## config.mk

```make
export PLATFORM = sky130hd
export DESIGN_NAME = sdram_cmd_arbiter
export DESIGN_NICKNAME = d
export VERILOG_FILES = /design/src/rtl/sdram_cmd_arbiter.sv
export SDC_FILE = /design/constraint.sdc
export NUM_CORES = 1
export LEC_CHECK = 0
export CORE_UTILIZATION = 45
export CTS_BUF_LIST = sky130_fd_sc_hd__clkbuf_8 sky130_fd_sc_hd__clkbuf_16
export DETAILED_ROUTE_END_ITERATION = 8
export DONT_BUFFER_PORTS = 1
export GPL_TIMING_DRIVEN = 1
export SLEW_MARGIN = 20
export SYNTH_ARGS = -nofsm -noshare
export SYNTH_HDL_FRONTEND = slang
export SYNTH_SLANG_ARGS = --single-unit
```

## constraint.sdc

```tcl
create_clock -name Clk -period 4.5 [get_ports Clk]
set_clock_uncertainty 0.15 [all_clocks]
set_input_delay 0.675 -clock Clk [delete_from_list [all_inputs] [get_ports Clk]]
set_output_delay 0.675 -clock Clk [all_outputs]
set_load 0.02 [all_outputs]
```

## src/rtl/sdram_cmd_arbiter.sv

```systemverilog
// SDRAM command-bus sequencer: owns the refresh timer and grants the shared
// command/address bus to the refresh, write-burst or read-burst engine.
module sdram_cmd_arbiter #(
  parameter int REF_PERIOD = 780,
  parameter int REF_CNT_W  = 10
) (
  input  logic       Clk,
  input  logic       Rst,
  input  logic       Init_done,
  input  logic       Wr_req,
  input  logic       Rd_req,
  input  logic       Aref_done,
  input  logic       Wr_done,
  input  logic       Rd_done,
  output logic       Aref_en,
  output logic       Wr_en,
  output logic       Rd_en,
  output logic [1:0] Cmd_sel,
  output logic       Busy,
  output logic       Ref_err
);

  localparam logic [2:0] ST_INIT  = 3'd0;
  localparam logic [2:0] ST_IDLE  = 3'd1;
  localparam logic [2:0] ST_AREF  = 3'd2;
  localparam logic [2:0] ST_WRITE = 3'd3;
  localparam logic [2:0] ST_READ  = 3'd4;

  localparam logic [REF_CNT_W-1:0] CNT_LAST = REF_CNT_W'(REF_PERIOD - 1);

  logic [2:0]           state_q, state_d;
  logic [REF_CNT_W-1:0] cnt_q, cnt_d;
  logic                 ref_req_q, ref_req_d;
  logic                 ref_err_q, ref_err_d;
  logic                 last_wr_q, last_wr_d;
  logic                 aref_en_q, aref_en_d;
  logic                 wr_en_q, wr_en_d;
  logic                 rd_en_q, rd_en_d;
  logic [1:0]           cmd_sel_q, cmd_sel_d;
  logic                 busy_q, busy_d;
  logic                 wrap;

  assign wrap = (state_q != ST_INIT) && (cnt_q == CNT_LAST);

  always_comb begin
    state_d   = state_q;
    cnt_d     = cnt_q;
    ref_req_d = ref_req_q;
    ref_err_d = ref_err_q;
    last_wr_d = last_wr_q;
    aref_en_d = 1'b0;
    wr_en_d   = 1'b0;
    rd_en_d   = 1'b0;

    if (!Init_done) begin
      // Losing init abandons everything except the sticky refresh error.
      state_d   = ST_INIT;
      cnt_d     = '0;
      ref_req_d = 1'b0;
    end else begin
      if (state_q != ST_INIT) begin
        cnt_d = wrap ? '0 : cnt_q + REF_CNT_W'(1);
        if (wrap) begin
          ref_req_d = 1'b1;
          if (ref_req_q) ref_err_d = 1'b1;
        end
      end

      case (state_q)
        ST_INIT: state_d = ST_IDLE;
        ST_IDLE: begin
          if (ref_req_q) begin
            state_d   = ST_AREF;
            aref_en_d = 1'b1;
            ref_req_d = wrap;
          end else if (Wr_req && (!Rd_req || !last_wr_q)) begin
            state_d   = ST_WRITE;
            wr_en_d   = 1'b1;
            last_wr_d = 1'b1;
          end else if (Rd_req) begin
            state_d   = ST_READ;
            rd_en_d   = 1'b1;
            last_wr_d = 1'b0;
          end
        end
        ST_AREF:  if (Aref_done) state_d = ST_IDLE;
        ST_WRITE: if (Wr_done)   state_d = ST_IDLE;
        ST_READ:  if (Rd_done)   state_d = ST_IDLE;
        default:  state_d = ST_INIT;
      endcase
    end

    case (state_d)
      ST_AREF:  cmd_sel_d = 2'd1;
      ST_WRITE: cmd_sel_d = 2'd2;
      ST_READ:  cmd_sel_d = 2'd3;
      default:  cmd_sel_d = 2'd0;
    endcase
    busy_d = (state_d == ST_AREF) || (state_d == ST_WRITE) || (state_d == ST_READ);
  end

  always_ff @(posedge Clk or posedge Rst) begin
    if (Rst) begin
      state_q   <= ST_INIT;
      cnt_q     <= '0;
      ref_req_q <= 1'b0;
      ref_err_q <= 1'b0;
      last_wr_q <= 1'b0;
      aref_en_q <= 1'b0;
      wr_en_q   <= 1'b0;
      rd_en_q   <= 1'b0;
      cmd_sel_q <= 2'd0;
      busy_q    <= 1'b0;
    end else begin
      state_q   <= state_d;
      cnt_q     <= cnt_d;
      ref_req_q <= ref_req_d;
      ref_err_q <= ref_err_d;
      last_wr_q <= last_wr_d;
      aref_en_q <= aref_en_d;
      wr_en_q   <= wr_en_d;
      rd_en_q   <= rd_en_d;
      cmd_sel_q <= cmd_sel_d;
      busy_q    <= busy_d;
    end
  end

  assign Aref_en = aref_en_q;
  assign Wr_en   = wr_en_q;
  assign Rd_en   = rd_en_q;
  assign Cmd_sel = cmd_sel_q;
  assign Busy    = busy_q;
  assign Ref_err = ref_err_q;

endmodule

```

## Word-level counts from Yosys, hierarchy flattened

Index checks and enable logic that the tools add are counted.

- Input bits: 8
- Output and inout port bits: 7
- Logic and storage cells: 64
- Register bits: 22

- Bitwise gates (word level): 1
- Eq/ne operators: 9
- Multiplexer cells: 31
- Reductions and logical operators: 12
- Add/sub/neg operators: 1

Operator list:

| operator | count |
|---|---|
| 10-bit two-way mux | 3 |
| 3-bit two-way mux | 7 |
| 1-bit two-way mux | 19 |
| 3-bit case mux with 5 select lines | 1 |
| 3-bit by 2-bit == test with 1-bit output (second input constant) | 4 |
| 10-bit by 1-bit adder with 10-bit output (second input constant) | 1 |
| 10-bit == test (second input constant) | 1 |
| 4-bit AND reduction | 2 |
| 3-bit == test (second input constant) | 2 |
| 2-bit case mux with 3 select lines | 1 |
| 3-bit by 1-bit == test with 1-bit output (second input constant) | 1 |
| 3-bit zero test | 1 |
| 1-bit logical OR | 3 |
| 3-bit nonzero test | 1 |
| 1-bit logical AND | 2 |
| 1-bit zero test | 2 |
| 2-bit by 1-bit != test with 1-bit output (second input constant) | 1 |
| 2-bit nonzero test | 1 |
| 1-bit NOT | 1 |

## Logic depth before layout (Yosys ltp)

- Depth in word-level cells: 10
- Depth in mapped cells: 6

## Worst setup path before layout

No wires, ideal clock.

- Kind: input to register
- From: input Init_done
- To: register cnt_q[4]
- Path slack: 2.799 ns
- Cell stages on the path: 4
- Required time: 4.226 ns
- Buffers on the path: 0
- Data arrival time: 1.427 ns
- Setup time: 0.124 ns
- Path through: or4b_4 -> nand4_1 -> xor2_1 -> nor2_1

- Cells in the longest elaborated chain, start to end: 1
- Elaborated cells between the ends (all ways): 2
- Classes of those cells: 1 x eq/ne; 1 x mux

Ends and longest elaborated chain:

| item | line | RTL |
|---|---|---|
| from (decl) | 9 | `input logic Init_done,` |
| 2-bit by 1-bit != test with 1-bit output (no line) or 10-bit two-way mux (tied branches) | - |  |
| to (signal assigned) | 116 | `cnt_q <= cnt_d;` |
| to (decl) | 32 | `logic [REF_CNT_W-1:0] cnt_q, cnt_d;` |

Parallel ways exist; a longest one is shown, timed or not.
A chain may end at the register's enable or synchronous reset.

## Worst setup path in the final report

- From: register cnt_q[0]
- To: register cnt_q[7]

- Cells in the longest elaborated chain, start to end: 5
- Elaborated cells between the ends (all ways): 6
- Classes of those cells: 1 x add/sub; 1 x eq/ne; 3 x mux; 1 x reduce/logical

Ends and longest elaborated chain:

| item | line | RTL |
|---|---|---|
| parallel branches: the longest is 2 deep, another holds 10-bit by 1-bit adder with 10-bit output | - |  |
| 10-bit two-way mux (*) | 62 | `cnt_d = wrap ? '0 : cnt_q + REF_CNT_W'(1);` |
| 10-bit two-way mux (*) | 61 | `if (state_q != ST_INIT) begin` |
| 10-bit two-way mux (*) | 55 | `if (!Init_done) begin` |

Every way passes the cells marked *. The select of a mux whose other input is x is not followed.

==> metrics.csv <==
stage;metric;value;unit
run_status;status;completed;
die;Row Count;17;
place;placed instance area;0.001130;mm²
timing;Final min period;1811;ps
clocking;CTS-repair resized insts;0;
power;worst vdd ir;0.2734;mV
die;total die area;0.002733;mm²
grt;GRT Util Overall;17.93;%
clocking;htree depth;1;
yosys;Seq/Total Area, Yosys;48.40;%
final_layout;post-route cell area;0.001185;mm²
clocking;clk buf depth;2;
grt;first-pass GRT wire length;3539;µm
die;initial core utilization;49.51;%
yosys;synthesized area per cell;9.890;µm²
clocking;setup bufs post-CTS;0;
timing;RSZ-0062 raised after global routing;no;
detailed_routing;ANT nets after route;0;
detailed_routing;detailed router's first-iteration violation count;22;
timing;Final Max Slew Viols;0;
critical_path;worst path required time;4510;ps
die;Die X-Extent;52.28;µm
detailed_routing;final wirelength;2048;µm
clocking;TritonCTS clock tree;yes;
die;CORE AREA;0.002297;mm²
yosys;syn nets;124;
place;Port Buffer Count;0;
yosys;Yosys Warn Count;0;
yosys;largest area contributor in the netlist;dfrtp_1;
grt;global route overflow;0;
yosys;Post-synth EDFFs;0;
final_layout;fraction of layout cells with a size suffix above 1;7.018;%
final_layout;Layout Nets;124;
detailed_routing;WL/cell;14.42;µm
yosys;Synth cell types;37;
detailed_routing;Via density;5.711;
place;Setup Slack @ Placement;2698;ps
final_layout;Finished Layout Cells;142;
critical_path;slowest CP cell;dfrtp_1;
detailed_routing;First-pass DRT Iterations;5;
final_layout;Area Overhead vs Synth;4.181;%
final_layout;Inserted Diodes;0;
critical_path;crit path capture type;flip-flop;
timing;hold_ws;306.3;ps
timing;Rel. slew slack;46.65;%
detailed_routing;routed vias;811;
die;I/O pin total;15;
clocking;Sink Count;22;
timing;fin crit share;40.25;%
power;Pwr Density;370.5;mW/mm²
place;gpl congestion;0.8064;
critical_path;CP max FO;7;
job;Max Cap Viol;0;
die;Die H;52.28;µm
place;Detail Placement HPWL;1460;µm
timing;setup ws final;2689;ps
grt;pin count of the biggest net entering global routing;23;
timing;Final Setup Violations;0;
critical_path;CP startpoint kind;flip-flop;
hold_path;Min-Delay Path Class;in -> async;
yosys;Synth top area share;48.40;%
place;post-placement cell count;138;
yosys;Post-Syn Instances;115;
clocking;Clock Latency Late Sink;250;ps
critical_path;critical path class;reg -> reg;
clocking;Num CTS Buffers;3;
clocking;CTS Root Cell;clkbuf_8;
yosys;Post-Syn Area;0.001137;mm²
timing;Max Fclk;552.1;MHz
yosys;Most used DFF post-synth;dfrtp_1;
timing;Worst-Margin Slew;799.3;ps
critical_path;crit-path cells;ha_1, and4_1, nand4_2, nand2_1, a311oi_1;
yosys;ranking of synthesized cells by area;dfrtp_1 48%, nor2_1 4.0%, nand3_1 3.5%;
yosys;number of synthesized register bits;22;
timing;setup TNS after final layout;0;ps
clocking;CTS clk-pin slew, worst paths;80;ps
grt;initial antenna violation count;0;
yosys;Async S/R FF share, synth;100.0;%
detailed_routing;Post-route DRC;0;
power;leakage power;0.4982;nW
grt;vias in the first global route;745;
clocking;CTS Hold Bufs;0;
critical_path;slowest stage delay, CP;460;ps
timing;Hold Vio Cnt, Final;0;
critical_path;Arr. time, crit path;1820;ps
[sequential cells by signal, indices dropped and copies added, names as in the netlist]
name and flops:
cnt_q 10, Aref_en 1, state_q 3, Wr_en 1, Busy 1, Cmd_sel 2
ref_req_q 1, Rd_en 1, last_wr_q 1, Ref_err 1
[worst max-delay path, delay by kind of cell (launching register included)]
kind / cells / cell delay, ps
and+or+nand+nor: 3 / 550
DFF: 1 / 460
adders and majority gates: 1 / 300
AOI/OAI and AO/OA: 1 / 250
[layout make-up]
| type | count | area, µm² |
|---|---|---|
| tap | 28 | 35.03 |
| multi-input combinational | 85 | 533.0 |
| clock buffer | 4 | 55.05 |
| fill | 214 | 1112 |
| inverter | 3 | 11.26 |
| sequential | 22 | 550.5 |
[cell usage in the layout (no fill, tap or decap), types with 2 or more instances in the layout]
cell type   n
nor3_1      6
and4_1      2
inv_1       3
xnor2_1     2
o21ai_0     4
nand2b_1    4
a21boi_0    2
o21bai_1    2
a21oi_1     2
a31oi_1     2
nor2b_1     3
nor4b_1     2
clkbuf_8    4
xor2_1      4
nor2_1     12
nand3_1     8
nor3b_1     2
nand4_1     3
dfrtp_1    22
a311oi_1    2
nand2_1     9
[final timing paths]
kind | from | end | slack (ps) | depth (start not counted)
max reg2reg | cnt_q[0] | cnt_q[7] | 2690 | 5
min | Rst | Wr_en | 310 | 1
min reg2reg | last_wr_q | last_wr_q | 360 | 1
max | cnt_q[0] | cnt_q[7] | 2690 | 5
max in group asynchronous | Rst | cnt_q[7] | 3400 | 1
min in group Clk | last_wr_q | last_wr_q | 360 | 1
[cells in the mapped netlist, drive strengths merged, types with 3 or more instances]
master  count
o21ai       4
dfrtp      22
nor3        7
buf         4
nand2       9
nand3       8
nand2b      4
xor2        4
nor2b       3
nor2       12
nand4       4
inv         3
[kinds of logic after synthesis]
| family | after synthesis | share of synthesized area [%] |
|---|---|---|
| AOI/OAI and AO/OA | 19 | 11.44 |
| xor gates and xnor gates | 6 | 4.620 |
| adders and majority gates | 1 | 1.100 |
| buffers and inverters | 8 | 4.729 |
| DFF | 22 | 48.41 |
| and+or+nand+nor | 59 | 29.70 |
[stage by stage]
step	util [%]	power (mW)
3_5_place_dp	49.18	0.3060
3_3_place_gp	49.18	0.3059
5_1_grt	51.58	0.4668
6_report	51.58	0.4390
2_1_floorplan	-	0.2982
4_1_cts	51.58	0.4459
[power breakdown]
part | switching, mW | leakage [nW] | internal [mW]
clock network | 0.0590 | 0.0288 | 0.0778
logic | 0.0337 | 0.171 | 0.0273
registers | 0.0278 | 0.299 | 0.213
[layer usage]
metal	global-route usage, %	up-vias	wire (µm)
met5	0	-	0
met4	6.140	0	16
met3	4.348	2	103
met2	23.50	19	841
met1	28.02	380	1087
li1	-	410	-
Note: power is estimated with default switching activity, not from simulation.
==> RTL change, RTL diff (config.mk and constraints unchanged) <==
The output `Aref_en` loses its register stage (`aref_en_q` becomes a continuous assignment).
--- a/src/rtl/sdram_cmd_arbiter.sv
+++ b/src/rtl/sdram_cmd_arbiter.sv
@@ -106,7 +106,6 @@
       ref_req_q <= 1'b0;
       ref_err_q <= 1'b0;
       last_wr_q <= 1'b0;
-      aref_en_q <= 1'b0;
       wr_en_q   <= 1'b0;
       rd_en_q   <= 1'b0;
       cmd_sel_q <= 2'd0;
@@ -117,13 +116,14 @@
       ref_req_q <= ref_req_d;
       ref_err_q <= ref_err_d;
       last_wr_q <= last_wr_d;
-      aref_en_q <= aref_en_d;
       wr_en_q   <= wr_en_d;
       rd_en_q   <= rd_en_d;
       cmd_sel_q <= cmd_sel_d;
       busy_q    <= busy_d;
     end
   end
+
+  assign aref_en_q = aref_en_d;
 
   assign Aref_en = aref_en_q;
   assign Wr_en   = wr_en_q;
Behaviour: no difference found for any inputs over 10 cycles, from zero or initial values and one cycle with Rst high; that may be too few to reach the edited logic, so the function may still have changed.
==> RTL change against the unedited design <==
  * Count of clock-buffer cells in the layout down 1
  * Via count shrank 2.7%
  * Synthesized area is 5.3% lower
  * Global-route usage grew 0.40 points
  * Worst setup slack worse by 0.28 ns
  * Power down 3.9%
  * Sequential cell count down 1
  * Final area fell by 4.2%
  * Wire length fell by 6.3%
  * Critical endpoint is now Aref_en
==> RTL change: results <==
run_status:
  run_status: "finished, final reports clean"
clocking:
  cts.clk_slew.worst_paths_ns: 0.08
  cts.repair.resized: 0
  cts-buffers-inserted: 3
  cts.path.max_buffers: 2
  cts_setup_buffers: 0
power:
  power_leakage_nw: 0.5092
  power.switching_uw: 124.7
  vdd_drop_max_mv: 0.2267
placement:
  io_buffer_count: 0
  dp_hpwl_um: 1423
  placedCellCount: 135
  routabilityCongestion: 0.8345
  place_area_um2: 1090
  placement.setup.worst_slack_ns: 2.532
setup_path:
  highest_net_fanout_along_the_worst_path: 10
  cp_slowest_cell: "sky130_fd_sc_hd__dfrtp_1"
  timing.reg2reg.setup_slack_ns: 2.72
  worstPathArrival_ns: 1.27
  crit-reg2reg-launch: "state_q[0]$_DFF_PP0_"
  r2r.worst_path.cells: 4
  max_stage_delay_ns: 0.50
  r2r_end: "cnt_q[6]$_DFFE_PP0P_"
layout:
  layout_cell_share_with_drive_strength_beyond_1: 0.09009
  largest_register_ff_count: 10
  multiInputGateArea_um2: 510.5
  antenna_cells: 0
  regMostFlops: "cnt_q"
  final.fill_count: 214
yosys:
  async_sr_flop_fraction: 1.000
  seq_area_frac_synth: 0.4878
  syn_area_per_cell_um2: 9.705
  synth_fp_nets: 120
  synth.area.top_cells: "sky130_fd_sc_hd__dfrtp_1, sky130_fd_sc_hd__nand2_1, sky130_fd_sc_hd__nor2_1"
  post_synth_num_cell_types: 35
  post_synth_most_frequent_cells: "sky130_fd_sc_hd__dfrtp_1, sky130_fd_sc_hd__nand2_1, sky130_fd_sc_hd__nor2_1, sky130_fd_sc_hd__o21ai_0"
global_routing:
  grt_first_pass_wirelength_um: 3422
  grt_util_all_layers: 0.1833
  grt_start_max_net_pins: 22
  first_global_vias: 799
  antenna_violations_before_repair: 0
  met1_usage: 0.2201
  met2_usage: 0.2939
  groute.layer.met3.usage: 0.03571
route:
  post_route_m1_wl_um: 913
  vias_per_cell: 5.676
  met2_length_um: 892
  route.met3.wl_um: 50
  drt-initial-drc-count: 6
  vias: 789
  drt_wl_total_um: 1919
  detailedRoute.firstPassIterationCount: 3
timing:
  hold-worst-slack_ns: 0.2953
  max-slew-margin-rel: 0.4711
hold_path:
  min_path_type: "input port to asynchronous set/reset pin"
RTL change: final cells by class:
class / count / area share
clock buffers: 3 / 0.03638
well taps: 28 / 0.03087
multi-input cells: 81 / 0.4498
flip-flops and latches: 21 / 0.4631
inverters: 5 / 0.01654
clock inverters: 1 / 0.003308
RTL change: power by group through the flow:
stage / sequential, mW / combinational [mW] / clock, mW
final: 0.238 / 0.0649 / 0.119
after global routing: 0.242 / 0.0768 / 0.130
after CTS: 0.238 / 0.0659 / 0.123
after detailed placement: 0.242 / 0.0657 / 0
after global placement: 0.241 / 0.0646 / 0
after floorplan: 0.229 / 0.0662 / 0
RTL change: worst max path at each step:
stage / startpoint / endpoint / slack, ns / cells past startpoint
3_3_place_gp: Init_done / Aref_en / 2.55 / 2
2_1_floorplan: Init_done / Aref_en / 2.39 / 3
6_report: state_q[2]$_DFF_PP0_ / Aref_en / 2.40 / 2
3_5_place_dp: Init_done / Aref_en / 2.53 / 2
5_1_grt: state_q[2]$_DFF_PP0_ / Aref_en / 2.32 / 2
4_1_cts: state_q[2]$_DFF_PP0_ / Aref_en / 2.40 / 2
RTL change: worst max-delay path, delay by kind of cell (launching register included):
kind,cells,cell delay [ns]
AND/OR/NAND/NOR,2,0.51
flip-flops,1,0.50
RTL change: cells by family (layout without fill, tap and decap cells):
| group | count (synthesis) | count (layout) | synth area share |
|---|---|---|---|
| flops | 21 | 21 | 0.4878 |
| xor+xnor | 6 | 6 | 0.04878 |
| compound gates | 21 | 21 | 0.1324 |
| simple gates | 52 | 52 | 0.2706 |
| fa+ha+maj | 1 | 1 | 0.01161 |
| mux | 1 | 1 | 0.01045 |
| buf+inv | 9 | 9 | 0.03832 |
